==> src/rtl/fccc_ctrl_pkg.sv <==
// fccc_ctrl_pkg: FSM state type and counter-width helper shared by the lock/clken block
package fccc_ctrl_pkg;
  typedef enum logic [1:0] {WAIT_LOCK, FILTER, RELEASE, RUN} state_e;
  function automatic int cnt_w(input int n);
    return (n <= 2) ? 1 : $clog2(n);
  endfunction
endpackage

==> src/rtl/fccc_clken_div.sv <==
// fccc_clken_div: one channel clock-enable divider with loadable divisor
module fccc_clken_div #(
  parameter int DIV_W    = 8,
  parameter int DIV_INIT = 1
) (
  input  logic             CLK,
  input  logic             RESET,
  input  logic             rst_ch,
  input  logic             load,
  input  logic [DIV_W-1:0] div,
  output logic             clken
);
  logic [DIV_W-1:0] div_q, div_d, cnt_q, cnt_d, last;
  logic rst_q, clken_q, clken_d;
  // rst_ch is the channel reset value for the coming cycle, so the strobe is decoded one edge early
  always_comb begin
    div_d   = load ? div : div_q;
    last    = (div_d == '0) ? '0 : div_d - 1'b1;
    cnt_d   = (rst_q || load || cnt_q >= last) ? '0 : cnt_q + 1'b1;
    clken_d = !rst_ch && (cnt_d == last);
  end
  // divisor, phase counter, local copy of channel reset and registered strobe
  always_ff @(posedge CLK or posedge RESET)
    if (RESET) begin
      div_q   <= DIV_W'(DIV_INIT);
      cnt_q   <= '0;
      rst_q   <= 1'b1;
      clken_q <= 1'b0;
    end else begin
      div_q   <= div_d;
      cnt_q   <= cnt_d;
      rst_q   <= rst_ch;
      clken_q <= clken_d;
    end
  assign clken = clken_q;
endmodule

==> src/rtl/fccc_lock_clken_gen.sv <==
// fccc_lock_clken_gen: PLL lock qualification, staggered channel reset release and clock enables
module fccc_lock_clken_gen
  import fccc_ctrl_pkg::*;
#(
  parameter int NUM_CH      = 4,
  parameter int DIV_W       = 8,
  parameter int DIV_INIT    = 1,
  parameter int FILT_CYC    = 64,
  parameter int STAGGER_CYC = 16,
  parameter int LOSS_CNT_W  = 8
) (
  input  logic                    CLK,
  input  logic                    RESET,
  input  logic                    PLL_LOCK,
  input  logic                    DIV_LOAD,
  input  logic [NUM_CH*DIV_W-1:0] DIV_VAL,
  output logic                    DIV_ACK,
  input  logic                    LOSS_CLR,
  output logic                    LOCKED,
  output logic [NUM_CH-1:0]       CH_RST,
  output logic [NUM_CH-1:0]       CH_CLKEN,
  output logic                    LOSS_STICKY,
  output logic [LOSS_CNT_W-1:0]   LOSS_CNT
);
  localparam int FW = cnt_w(FILT_CYC);
  localparam int SW = cnt_w(STAGGER_CYC * NUM_CH);
  state_e state_q, state_d;
  logic sync1_q, sync1_d, sync2_q, sync2_d;
  logic [FW-1:0] fcnt_q, fcnt_d;
  logic [SW-1:0] scnt_q, scnt_d;
  logic locked_q, locked_d, ack_q, ack_d, sticky_q, sticky_d, loss;
  logic [NUM_CH-1:0] ch_rst_q, ch_rst_d;
  logic [LOSS_CNT_W-1:0] lcnt_q, lcnt_d;
  // synchroniser, FSM, filter/stagger counters and loss bookkeeping
  always_ff @(posedge CLK or posedge RESET)
    if (RESET) begin
      state_q  <= WAIT_LOCK;
      sync1_q  <= 1'b0;
      sync2_q  <= 1'b0;
      fcnt_q   <= '0;
      scnt_q   <= '0;
      locked_q <= 1'b0;
      ack_q    <= 1'b0;
      sticky_q <= 1'b0;
      ch_rst_q <= '1;
      lcnt_q   <= '0;
    end else begin
      state_q  <= state_d;
      sync1_q  <= sync1_d;
      sync2_q  <= sync2_d;
      fcnt_q   <= fcnt_d;
      scnt_q   <= scnt_d;
      locked_q <= locked_d;
      ack_q    <= ack_d;
      sticky_q <= sticky_d;
      ch_rst_q <= ch_rst_d;
      lcnt_q   <= lcnt_d;
    end
  // a low synchronised lock overrides every state; loss is only counted once the lock was qualified
  always_comb begin
    sync1_d  = PLL_LOCK;
    sync2_d  = sync1_q;
    state_d  = state_q;
    fcnt_d   = fcnt_q;
    scnt_d   = scnt_q;
    locked_d = locked_q;
    ch_rst_d = ch_rst_q;
    ack_d    = DIV_LOAD;
    loss     = 1'b0;
    if (!sync2_q) begin
      state_d  = WAIT_LOCK;
      locked_d = 1'b0;
      ch_rst_d = '1;
      loss     = (state_q == RELEASE) || (state_q == RUN);
    end else begin
      case (state_q)
        WAIT_LOCK: begin
          state_d = FILTER;
          fcnt_d  = '0;
        end
        FILTER:
          if (fcnt_q == FW'(FILT_CYC - 1)) begin
            state_d  = RELEASE;
            locked_d = 1'b1;
            scnt_d   = '0;
          end else fcnt_d = fcnt_q + 1'b1;
        RELEASE: begin
          scnt_d = scnt_q + 1'b1;
          for (int i = 0; i < NUM_CH; i++)
            if (scnt_q == SW'(STAGGER_CYC * (i + 1) - 1)) ch_rst_d[i] = 1'b0;
          if (scnt_q == SW'(STAGGER_CYC * NUM_CH - 1)) state_d = RUN;
        end
        default: ch_rst_d = '0;
      endcase
    end
    sticky_d = loss | (sticky_q & ~LOSS_CLR);
    lcnt_d   = loss ? lcnt_q + LOSS_CNT_W'(~&lcnt_q) : LOSS_CLR ? '0 : lcnt_q;
  end
  for (genvar i = 0; i < NUM_CH; i++) begin : g_ch
    fccc_clken_div #(.DIV_W(DIV_W), .DIV_INIT(DIV_INIT)) u_div (
      .CLK   (CLK),
      .RESET (RESET),
      .rst_ch(ch_rst_d[i]),
      .load  (DIV_LOAD),
      .div   (DIV_VAL[i*DIV_W +: DIV_W]),
      .clken (CH_CLKEN[i])
    );
  end
  assign LOCKED      = locked_q;
  assign CH_RST      = ch_rst_q;
  assign DIV_ACK     = ack_q;
  assign LOSS_STICKY = sticky_q;
  assign LOSS_CNT    = lcnt_q;
endmodule
==> config.mk <==
export PLATFORM = sky130hd
export DESIGN_NAME = fccc_lock_clken_gen
export DESIGN_NICKNAME = d
export VERILOG_FILES = /design/src/rtl/fccc_ctrl_pkg.sv /design/src/rtl/fccc_clken_div.sv /design/src/rtl/fccc_lock_clken_gen.sv
export SDC_FILE = /design/constraint.sdc
export NUM_CORES = 1
export LEC_CHECK = 0
export CAP_MARGIN = 10
export CORE_MARGIN = 4
export CORE_UTILIZATION = 50
export CTS_CLUSTER_SIZE = 40
export DETAILED_ROUTE_END_ITERATION = 8
export DONT_BUFFER_PORTS = 1
export HOLD_SLACK_MARGIN = 0.06
export PLACE_DENSITY = 0.73
export SLEW_MARGIN = 20
export SYNTH_ARGS = -nofsm -noshare
export SYNTH_HDL_FRONTEND = slang
export SYNTH_SLANG_ARGS = --single-unit
export TNS_END_PERCENT = 20
==> constraint.sdc <==
create_clock -name CLK -period 7.54 [get_ports CLK]
set_clock_uncertainty 0.2 [all_clocks]
set_input_delay 1.508 -clock CLK [delete_from_list [all_inputs] [get_ports CLK]]
set_output_delay 1.508 -clock CLK [all_outputs]
set_load 0.01 [all_outputs]
# Word-level counts from Yosys, hierarchy flattened
# Index checks and enable logic that the tools add are counted.
# totals
output_inout_bits,19
word_cells,127
input_bits,37
register_bits,103
# classes
addsub,11
eq_ne,19
n_reduce_logical,32
n_lt_le_gt_ge,4
mux,32
n_bitwise,3
# op_table
cell,count
$mux W8,14
$add A8 B1 Y8 const B,4
$eq A8 B8 Y1,4
$ge A8 B8 Y1,4
$logic_not A8 Y1,4
$sub A8 B1 Y8 const B,4
$pmux W6 S2,2
$eq A6 B6 Y1 const B,3
$add A6 B1 Y6 const B,2
$mux W6,2
$logic_or A1 B1 Y1,9
$reduce_and A3 Y1,3
$add A8 B1 Y8,1
$mux W1,8
$pmux W4 S2,1
$reduce_and A8 Y1,1
$eq A6 B4 Y1 const B,1
$eq A6 B5 Y1 const B,1
$mux W2,3
$pmux W2 S3,1
$reduce_bool A2 Y1,3
$logic_not A1 Y1,5
$eq A2 B2 Y1 const B,2
$logic_and A1 B1 Y1,4
13 further kinds,15

# Logic depth before layout (Yosys ltp)
# Gate-level depths: netlist of the first run.
# depth
depth_word,8
mapped_depth,19
depth_no_buf,15

# Cells and area by module
# A second synthesis of the first run with hierarchy kept.
# hier_totals
cells_unflattened,747
hier_area_um2,7404.6
# by_module_without_submodules
mod,area_per_inst_um2,cells_per_inst,instances
fccc_clken_div at g_ch[0].u_div ...,1402.6,141,3
fccc_lock_clken_gen,1675.4,176,1
fccc_clken_div at g_ch[2].u_div,1521.5,148,1

# Worst setup path after synthesis of the first run
# OpenSTA, ideal clock, no wires.
# synth_path
kind,input to register
start,in DIV_LOAD
end,reg g_ch[3].u_div.clken_q
arrival_ns,4.942
path_stages,15
path_slack_ns,2.286
path_cell_list,buf_6 buf_6 buf_2 mux2i_1 ha_1 o211ai_1 o21ai_0 o31ai_2 ha_1 nand2_1 nor3_1 a21oi_1 xnor2_1 or4_1 a2111oi_2
# synth_via
elab_chain_cells,8
# synth_lines
item,line,source
"start, declared",fccc_lock_clken_gen.sv:15,"input logic DIV_LOAD,"
$mux W8,fccc_clken_div.sv:17,div_d = load ? div : div_q;
$sub A8 B1 Y8 / $logic_not A8 Y1 (equally long branches),fccc_clken_div.sv:18,last = (div_d == '0) ? '0 : div_d - 1'b1;
$mux W8,fccc_clken_div.sv:18,
$ge A8 B8 Y1,fccc_clken_div.sv:19,cnt_d = (rst_q || load || cnt_q >= last) ? '0 : cnt_q + 1'b1;
$logic_or A1 B1 Y1 (*),fccc_clken_div.sv:19,
$mux W8 (*),fccc_clken_div.sv:19,
net g_ch[3].u_div.cnt_d[2],fccc_clken_div.sv:13,"logic [DIV_W-1:0] div_q, div_d, cnt_q, cnt_d, last;"
$eq A8 B8 Y1 (*),fccc_clken_div.sv:20,clken_d = !rst_ch && (cnt_d == last);
$logic_and A1 B1 Y1 (*),fccc_clken_div.sv:20,
net g_ch[3].u_div.clken_d,fccc_clken_div.sv:14,"logic rst_q, clken_q, clken_d;"
"end signal, assigned",fccc_clken_div.sv:33,clken_q <= clken_d;
"end, declared",fccc_clken_div.sv:14,
# The timed path passes the listed nets; every way through them passes the cells marked *.
# A chain may end at the register's enable or synchronous reset.

# Worst setup path in the final report of the first run
# layout_path
start,in DIV_LOAD
end,reg g_ch[0].u_div.clken_q
# layout_via
elab_chain_cells,8
# layout_lines
item,line
$mux W8,fccc_clken_div.sv:17
$sub A8 B1 Y8 / $logic_not A8 Y1 (equally long branches),fccc_clken_div.sv:18
$mux W8,fccc_clken_div.sv:18
$ge A8 B8 Y1,fccc_clken_div.sv:19
$logic_or A1 B1 Y1,fccc_clken_div.sv:19
$mux W8,fccc_clken_div.sv:19
$eq A8 B8 Y1 (*),fccc_clken_div.sv:20
$logic_and A1 B1 Y1 (*),fccc_clken_div.sv:20
net g_ch[0].u_div.clken_d,fccc_clken_div.sv:14
"end signal, assigned",fccc_clken_div.sv:33
"end, declared",fccc_clken_div.sv:14
# Marks and branches as above.

==> results by group, run 1 <==
Global route
  – Antenna violations before repair: 0
  – Peak-usage layer in the global routing report: met2
  – Global Route met1 Usage: 23.9%
  – Via count of the first global-routing pass: 5247
  – Pin count of the biggest net entering global routing: 79
  – Met2 layer usage reported by global route: 32.0%
  – GRT overflow: 0
  – Met3 Use GR: 5.96%
  – Global-route wire length before repair: 25100 um
  – GRT Total Usage: 19.2%

Power and ir drop
  – Ratio of total power to cell area: 209 nW/um^2
  – Leak pwr: 3.14 nW
  – Largest vdd supply drop: 121 uV

Finish
  – Number of fill cells in the layout: 1158
  – Post-layout net count: 788
  – Finished layout cell area: 7180 um^2
  – Share of post-route cells with drive strength above 1: 12.6%
  – Antenna cell count: 0
  – Layout area overhead: 5.11%
  – Final instance count without filler cells: 883
  – Post-layout util: 54.0%

Worst setup path
  – Arrival time of the worst setup path: 5120 ps
  – R2R setup slack: 3240 ps
  – Crit path kind: in2reg
  – Highest net fanout along the worst path: 78
  – Delay-heaviest family, CP: compound AO/OA/AOI/OAI gates
  – Worst-case reg-to-reg path depth: 15
  – Kind of start point of the critical path: input port
  – Crit-path slowest cell: sky130_fd_sc_hd__a2111oi_0
  – WP data required: 7610 ps
  – Stage delay of the slowest cell on the critical path: 480 ps
  – Element type at the critical path end: register
  – Combined buffer and inverter count along the critical path: 1
  – Crit path cell chain: mux2_2 -> inv_1 -> ha_1 -> nor4bb_1 -> o21ai_1 -> nand2_1 -> mux2_2 -> ha_1 -> a2111oi_0 -> o21ai_0 -> a21o_1 -> nor4_1 -> a211oi_1 -> o21a_1 -> nor4b_2
  – Critical path depth in cells: 15

Drt
  – Number of optimization iterations in the first detailed-route pass: 5
  – Remaining antenna violation count after routing: 0
  – Via-per-instance ratio: 5.91
  – Final wirelength: 14600 um
  – DRC violations left: 0
  – Detailed Route Iter0 Violations: 252
  – Vias: 5215
  – Final routed wire length divided by cell count: 16.5 um

Outcome
  – Result of the run: completed

Clock tree
  – Clock tree from TritonCTS: done
  – Post-cts sizing count: 0
  – CTS H-Tree Depth: 3
  – Hold_buf cts: 0
  – Number of post-CTS setup repair buffers: 0
  – Maximum root-to-sink buffer count: 2
  – Clock Sinks: 99
  – Insertion delay to the later sink of the worst-skew pair: 360 ps
  – Root buffer selected by CTS: sky130_fd_sc_hd__clkbuf_16
  – Cts bufs inserted: 9
  – Clock transition at path regs: 80 ps

Synth
  – Commonest cells in the netlist: sky130_fd_sc_hd__dfrtp_1 (91), sky130_fd_sc_hd__nor2_1 (53), sky130_fd_sc_hd__ha_1 (49), sky130_fd_sc_hd__nand2_1 (48), sky130_fd_sc_hd__inv_1 (43)
  – Cell variety after synth: 82
  – Part of the Yosys area used for sequential elements: 36.4%
  – Register bit total from synthesis: 99
  – Library cell with the highest instance count after synthesis: sky130_fd_sc_hd__dfrtp_1
  – Yosys warning count: 0
  – Share of synthesized registers carrying an async set or reset: 100%
  – Gate Count Post-Synth: 712
  – Cell type contributing the most total cell area after synthesis: sky130_fd_sc_hd__dfrtp_1
  – Cell types with the largest area share after synthesis: sky130_fd_sc_hd__dfrtp_1 (33%), sky130_fd_sc_hd__ha_1 (9.0%), sky130_fd_sc_hd__xnor2_1 (3.8%)
  – Number of flops mapped to enable cells by yosys: 0
  – Area of the mapped netlist: 6830 um^2
  – Nets in the synthesized netlist: 798
  – Leading register cell type out of synthesis: sky130_fd_sc_hd__dfrtp_1
  – Share of Yosys cell area claimed by the top area cell type: 33.3%
  – Synth Area per Inst: 9.60 um^2

Timing
  – Unrepaired setup endpoints after global routing: false
  – Setup TNS Final: 0 ps
  – Maximum clock frequency: 198 MHz
  – Count of final hold-check violations: 0
  – Fin crit period: 5060 ps
  – Max Slew Vio Count: 0
  – Relative slew slack: 35.6%
  – Pin slew with the least headroom to its limit: 959 ps
  – Portion of the clock cycle consumed by the worst path in the final layout: 67.1%
  – Final setup viols: 0

Floorplanning
  – Effective utilization at floorplan: 51.4%
  – I/O pin count: 56
  – Floorplan row count: 42
  – Width of the die: 125 um
  – Total Die Area: 15600 um^2
  – Placeable Area: 13300 um^2
  – Die H: 125 um

Hold path
  – Worst min path class: reg2reg
  – Hold Crit Depth: 0

Placement
  – HPWL reported at the end of detailed placement: 11000 um
  – PortBufs: 0
  – Last weighted congestion value of the routability-driven placer: 0.872
  – Placed standard-cell area: 6870 um^2
  – Number of cells after detailed placement: 866

Job
  – Maxcap violations: 0
[per-layer routing]
layer / part of all wire [%] / up-vias
met5: 0 / -
met4: 1.9 / 0
met1: 44 / 2533
met3: 6.1 / 25
li1: - / 2548
met2: 48 / 109
[placed cells by master (no fill, tap or decap), types with 4 or more instances in the layout]
master	count
sky130_fd_sc_hd__nand4_1	5
sky130_fd_sc_hd__nor3b_2	4
sky130_fd_sc_hd__clkbuf_16	9
sky130_fd_sc_hd__a211oi_1	5
sky130_fd_sc_hd__o21ai_0	30
sky130_fd_sc_hd__o22ai_1	6
sky130_fd_sc_hd__mux2_2	14
sky130_fd_sc_hd__nor3_1	23
sky130_fd_sc_hd__mux2i_1	21
sky130_fd_sc_hd__a21o_1	4
sky130_fd_sc_hd__nor4b_2	4
sky130_fd_sc_hd__dfrtp_1	91
sky130_fd_sc_hd__nor3b_1	8
sky130_fd_sc_hd__or2_2	7
sky130_fd_sc_hd__nand2b_1	8
sky130_fd_sc_hd__nor2_1	53
sky130_fd_sc_hd__dfstp_2	8
sky130_fd_sc_hd__and3_1	22
sky130_fd_sc_hd__or3_1	7
sky130_fd_sc_hd__ha_1	49
sky130_fd_sc_hd__nor4_1	8
sky130_fd_sc_hd__nor2b_1	7
sky130_fd_sc_hd__nand3_1	34
sky130_fd_sc_hd__inv_1	42
sky130_fd_sc_hd__a21oi_1	28
sky130_fd_sc_hd__o21ai_1	7
sky130_fd_sc_hd__a31oi_1	4
sky130_fd_sc_hd__nor4b_1	5
sky130_fd_sc_hd__xor2_1	24
sky130_fd_sc_hd__and2_1	7
sky130_fd_sc_hd__xnor2_1	30
sky130_fd_sc_hd__o211ai_1	6
sky130_fd_sc_hd__nand2_1	48
[area by class of cell]
type	instances	area (um^2)	area share (%)
timing repair buffer	2	35.0	0.488
multi-input combinational	547	3990	55.6
tap	176	220	3.07
inverter	43	164	2.28
clock buffer	9	225	3.14
sequential	99	2490	34.6
clock inverter	7	60.1	0.836
[through the flow]
step / hold slack (ps) / setup slack [ps] / power (mW)
after floorplan: 131 / 2290 / 0.983
after global placement: 134 / 2470 / 1.03
after detailed placement: 138 / 2320 / 1.06
after CTS: 155 / 2660 / 1.51
after global routing: 173 / 2080 / 1.60
final: 150 / 2480 / 1.50
[cells by family (layout without fill, tap and decap cells)]
| group | Yosys count | in the layout | share of synthesized area, % |
|---|---|---|---|
| simple gates | 274 | 274 | 22.7 |
| compound gates | 130 | 130 | 13.2 |
| flops | 99 | 99 | 36.4 |
| buf+inv | 66 | 61 | 5.20 |
| xor+xnor | 55 | 55 | 7.16 |
| fa+ha+maj | 49 | 49 | 8.97 |
| mux | 39 | 39 | 6.32 |
[final timing paths]
check,startpoint,to
worst max-delay path,DIV_LOAD,g_ch[0].u_div.clken
worst min-delay path,sync1_q,sync2_q
worst max register to register,g_ch[0].u_div.div_q[0],g_ch[0].u_div.clken
worst min register to register,sync1_q,sync2_q
max in group asynchronous,RESET,g_ch[1].u_div.div_q[0]
min in group asynchronous,RESET,LOCKED
[state kept, by name, summed over array words and instances (netlist names), 2 cells and up]
signal            flops
LOSS_CNT              8
CH_RST                4
state_q               2
fcnt_q                6
g_ch.u_div.div_q     32
g_ch.u_div.cnt_q     32
g_ch.u_div.clken      4
scnt_q                6
[power by group]
group	total (mW)	internal (mW)	leakage [nW]	switching, mW
clock network	0.452	0.229	0.131	0.223
logic	0.398	0.163	1.73	0.234
registers	0.650	0.587	1.28	0.0628
Note: power is estimated with default switching activity, not from simulation.
==> run 2, diff against run 1 <==
Settings changed: PLACE_DENSITY 0.73 to 0.76.
Clock period 7.54 ns to 4.3 ns, I/O delays scaled along.
==> results by group, run 2 (synthesis gave the netlist of run 1 again) <==
Finish
  – Post-layout net count: 802
  – Final instance count without filler cells: 897
  – Most frequent cells in the layout: sky130_fd_sc_hd__dfrtp_1 (91), sky130_fd_sc_hd__nor2_1 (50), sky130_fd_sc_hd__nand2_1 (48)
  – Number of fill cells in the layout: 1149
  – Post-layout util: 55.3%
  – Leading cell type in the layout, fill and taps excluded: sky130_fd_sc_hd__dfrtp_1
  – Share of post-route cells with drive strength above 1: 15.8%
  – Antenna cell count: 0
  – Layout area overhead: 7.54%

Power and ir drop
  – Ratio of total power to cell area: 369 nW/um^2
  – Largest vdd supply drop: 351 uV
  – Leak pwr: 3.22 nW

Global route
  – Pin count of the biggest net entering global routing: 79
  – GRT overflow: 0
  – Antenna violations before repair: 0
  – Via count of the first global-routing pass: 5389
  – Global-route wire length before repair: 25800 um
  – GRT Total Usage: 19.7%

Drt
  – Final wirelength: 15200 um
  – Vias: 5272
  – Detailed Route Iter0 Violations: 245
  – DRC violations left: 0
  – Remaining antenna violation count after routing: 0
  – Number of optimization iterations in the first detailed-route pass: 5
  – Final routed wire length divided by cell count: 16.9 um
  – Via-per-instance ratio: 5.88

Worst setup path
  – Arrival time of the worst setup path: 4150 ps
  – Worst reg2reg startpoint: g_ch[0].u_div.div_q[0]
  – Destination of the critical timing path: g_ch[3].u_div.clken
  – Critical Path Source: DIV_VAL[24]
  – Kind of start point of the critical path: input port
  – Worst-case reg-to-reg path depth: 15
  – Highest net fanout along the worst path: 7
  – Element type at the critical path end: register
  – WP data required: 4330 ps
  – Critical register-to-register path endpoint: g_ch[0].u_div.clken
  – Crit path kind: in2reg
  – R2R setup slack: 250 ps

Placement
  – Pre-CTS setup slack: -186 ps
  – HPWL reported at the end of detailed placement: 11500 um
  – PortBufs: 0
  – Last weighted congestion value of the routability-driven placer: 0.917
  – Number of cells after detailed placement: 881

Clock tree
  – Cts bufs inserted: 9
  – Clock tree from TritonCTS: done
  – Root buffer selected by CTS: sky130_fd_sc_hd__clkbuf_16
  – Hold_buf cts: 0
  – Clock Sinks: 99
  – Clock transition at path regs: 70 ps
  – CTS H-Tree Depth: 3
  – Number of post-CTS setup repair buffers: 0
  – Insertion delay to the later sink of the worst-skew pair: 360 ps
  – Post-cts sizing count: 0
  – Maximum root-to-sink buffer count: 2

Timing
  – Portion of the clock cycle consumed by the worst path in the final layout: 95.7%
  – Final setup viols: 0
  – Count of final hold-check violations: 0
  – Min setup slack post-route: 183 ps
  – Pin slew with the least headroom to its limit: 612 ps
  – Max Slew Vio Count: 0
  – Maximum clock frequency: 243 MHz
  – Unrepaired setup endpoints after global routing: false
  – Setup TNS Final: 0 ps
  – Relative slew slack: 59.2%
  – Fin crit period: 4120 ps

Hold path
  – Worst min-delay path startpoint: sync1_q
  – Worst min path class: reg2reg

Floorplanning
  – Floorplan row count: 42
  – Die H: 125 um
  – Effective utilization at floorplan: 51.4%
  – Placeable Area: 13300 um^2
  – I/O pin count: 56
  – Width of the die: 125 um
  – Total Die Area: 15600 um^2

Outcome
  – Result of the run: completed

Job
  – Maxcap violations: 0
==> run 2: cell count changes in the layout (fill, tap and decap cells not counted), moves of 3 or more <==
cell                         delta
sky130_fd_sc_hd__buf_4         +15
sky130_fd_sc_hd__clkinvlp_4     -3
sky130_fd_sc_hd__nor2_1         -3
sky130_fd_sc_hd__nor2_2         +3
==> run 2: power breakdown <==
part | switching [mW] | total, mW | internal, mW
sequential | 0.113 | 1.14 | 1.03
clock | 0.385 | 0.842 | 0.457
combinational | 0.422 | 0.729 | 0.307
==> run 2: metal layers <==
metal  share of wire (%)  vias up  track usage, %
met5                   0        -               0
met4                 1.1        0            4.02
met3                 6.7       16            6.56
met2                  49      131            33.4
met1                  43     2550            24.9
li1                    -     2575               -
==> run 2: final cells by class <==
cell class	instances	area (um^2)	area share [%]
inverters	43	164	2.23
multi-input cells	547	4060	55.2
clock buffers	9	225	3.06
clock inverters	7	75.1	1.02
repair buffers	16	120	1.63
flip-flops and latches	99	2490	33.8
well taps	176	220	3.00
==> run 2: per-stage QoR <==
step | area [um^2] | power (mW) | hold WS [ps]
5_1_grt | 7350 | 2.90 | 159
6_report | 7350 | 2.71 | 155
2_1_floorplan | 6900 | 1.74 | 131
4_1_cts | 7330 | 2.74 | 158
3_5_place_dp | 7030 | 1.89 | 140
3_3_place_gp | 7030 | 1.84 | 132
==> run 2: worst max-delay path: stages <==
cell                        delay, ps
sky130_fd_sc_hd__nor4b_1          490
sky130_fd_sc_hd__o22ai_1          200
sky130_fd_sc_hd__nor2_1           190
sky130_fd_sc_hd__mux2i_1          320
sky130_fd_sc_hd__ha_1             310
sky130_fd_sc_hd__nand2_1          120
sky130_fd_sc_hd__a2bb2oi_1        270
sky130_fd_sc_hd__nand2_2          170
sky130_fd_sc_hd__a211oi_2         450
sky130_fd_sc_hd__xnor2_1          140
sky130_fd_sc_hd__o21ba_2          220
sky130_fd_sc_hd__a2111oi_2        390
==> run 2: worst min-delay path by stage <==
stage                     endpoint  depth (start not counted)
after floorplan            sync2_q                          0
after global placement     sync2_q                          0
after detailed placement   sync2_q                          0
after CTS                  sync2_q                          0
after global routing       sync2_q                          0
final                      sync2_q                          0
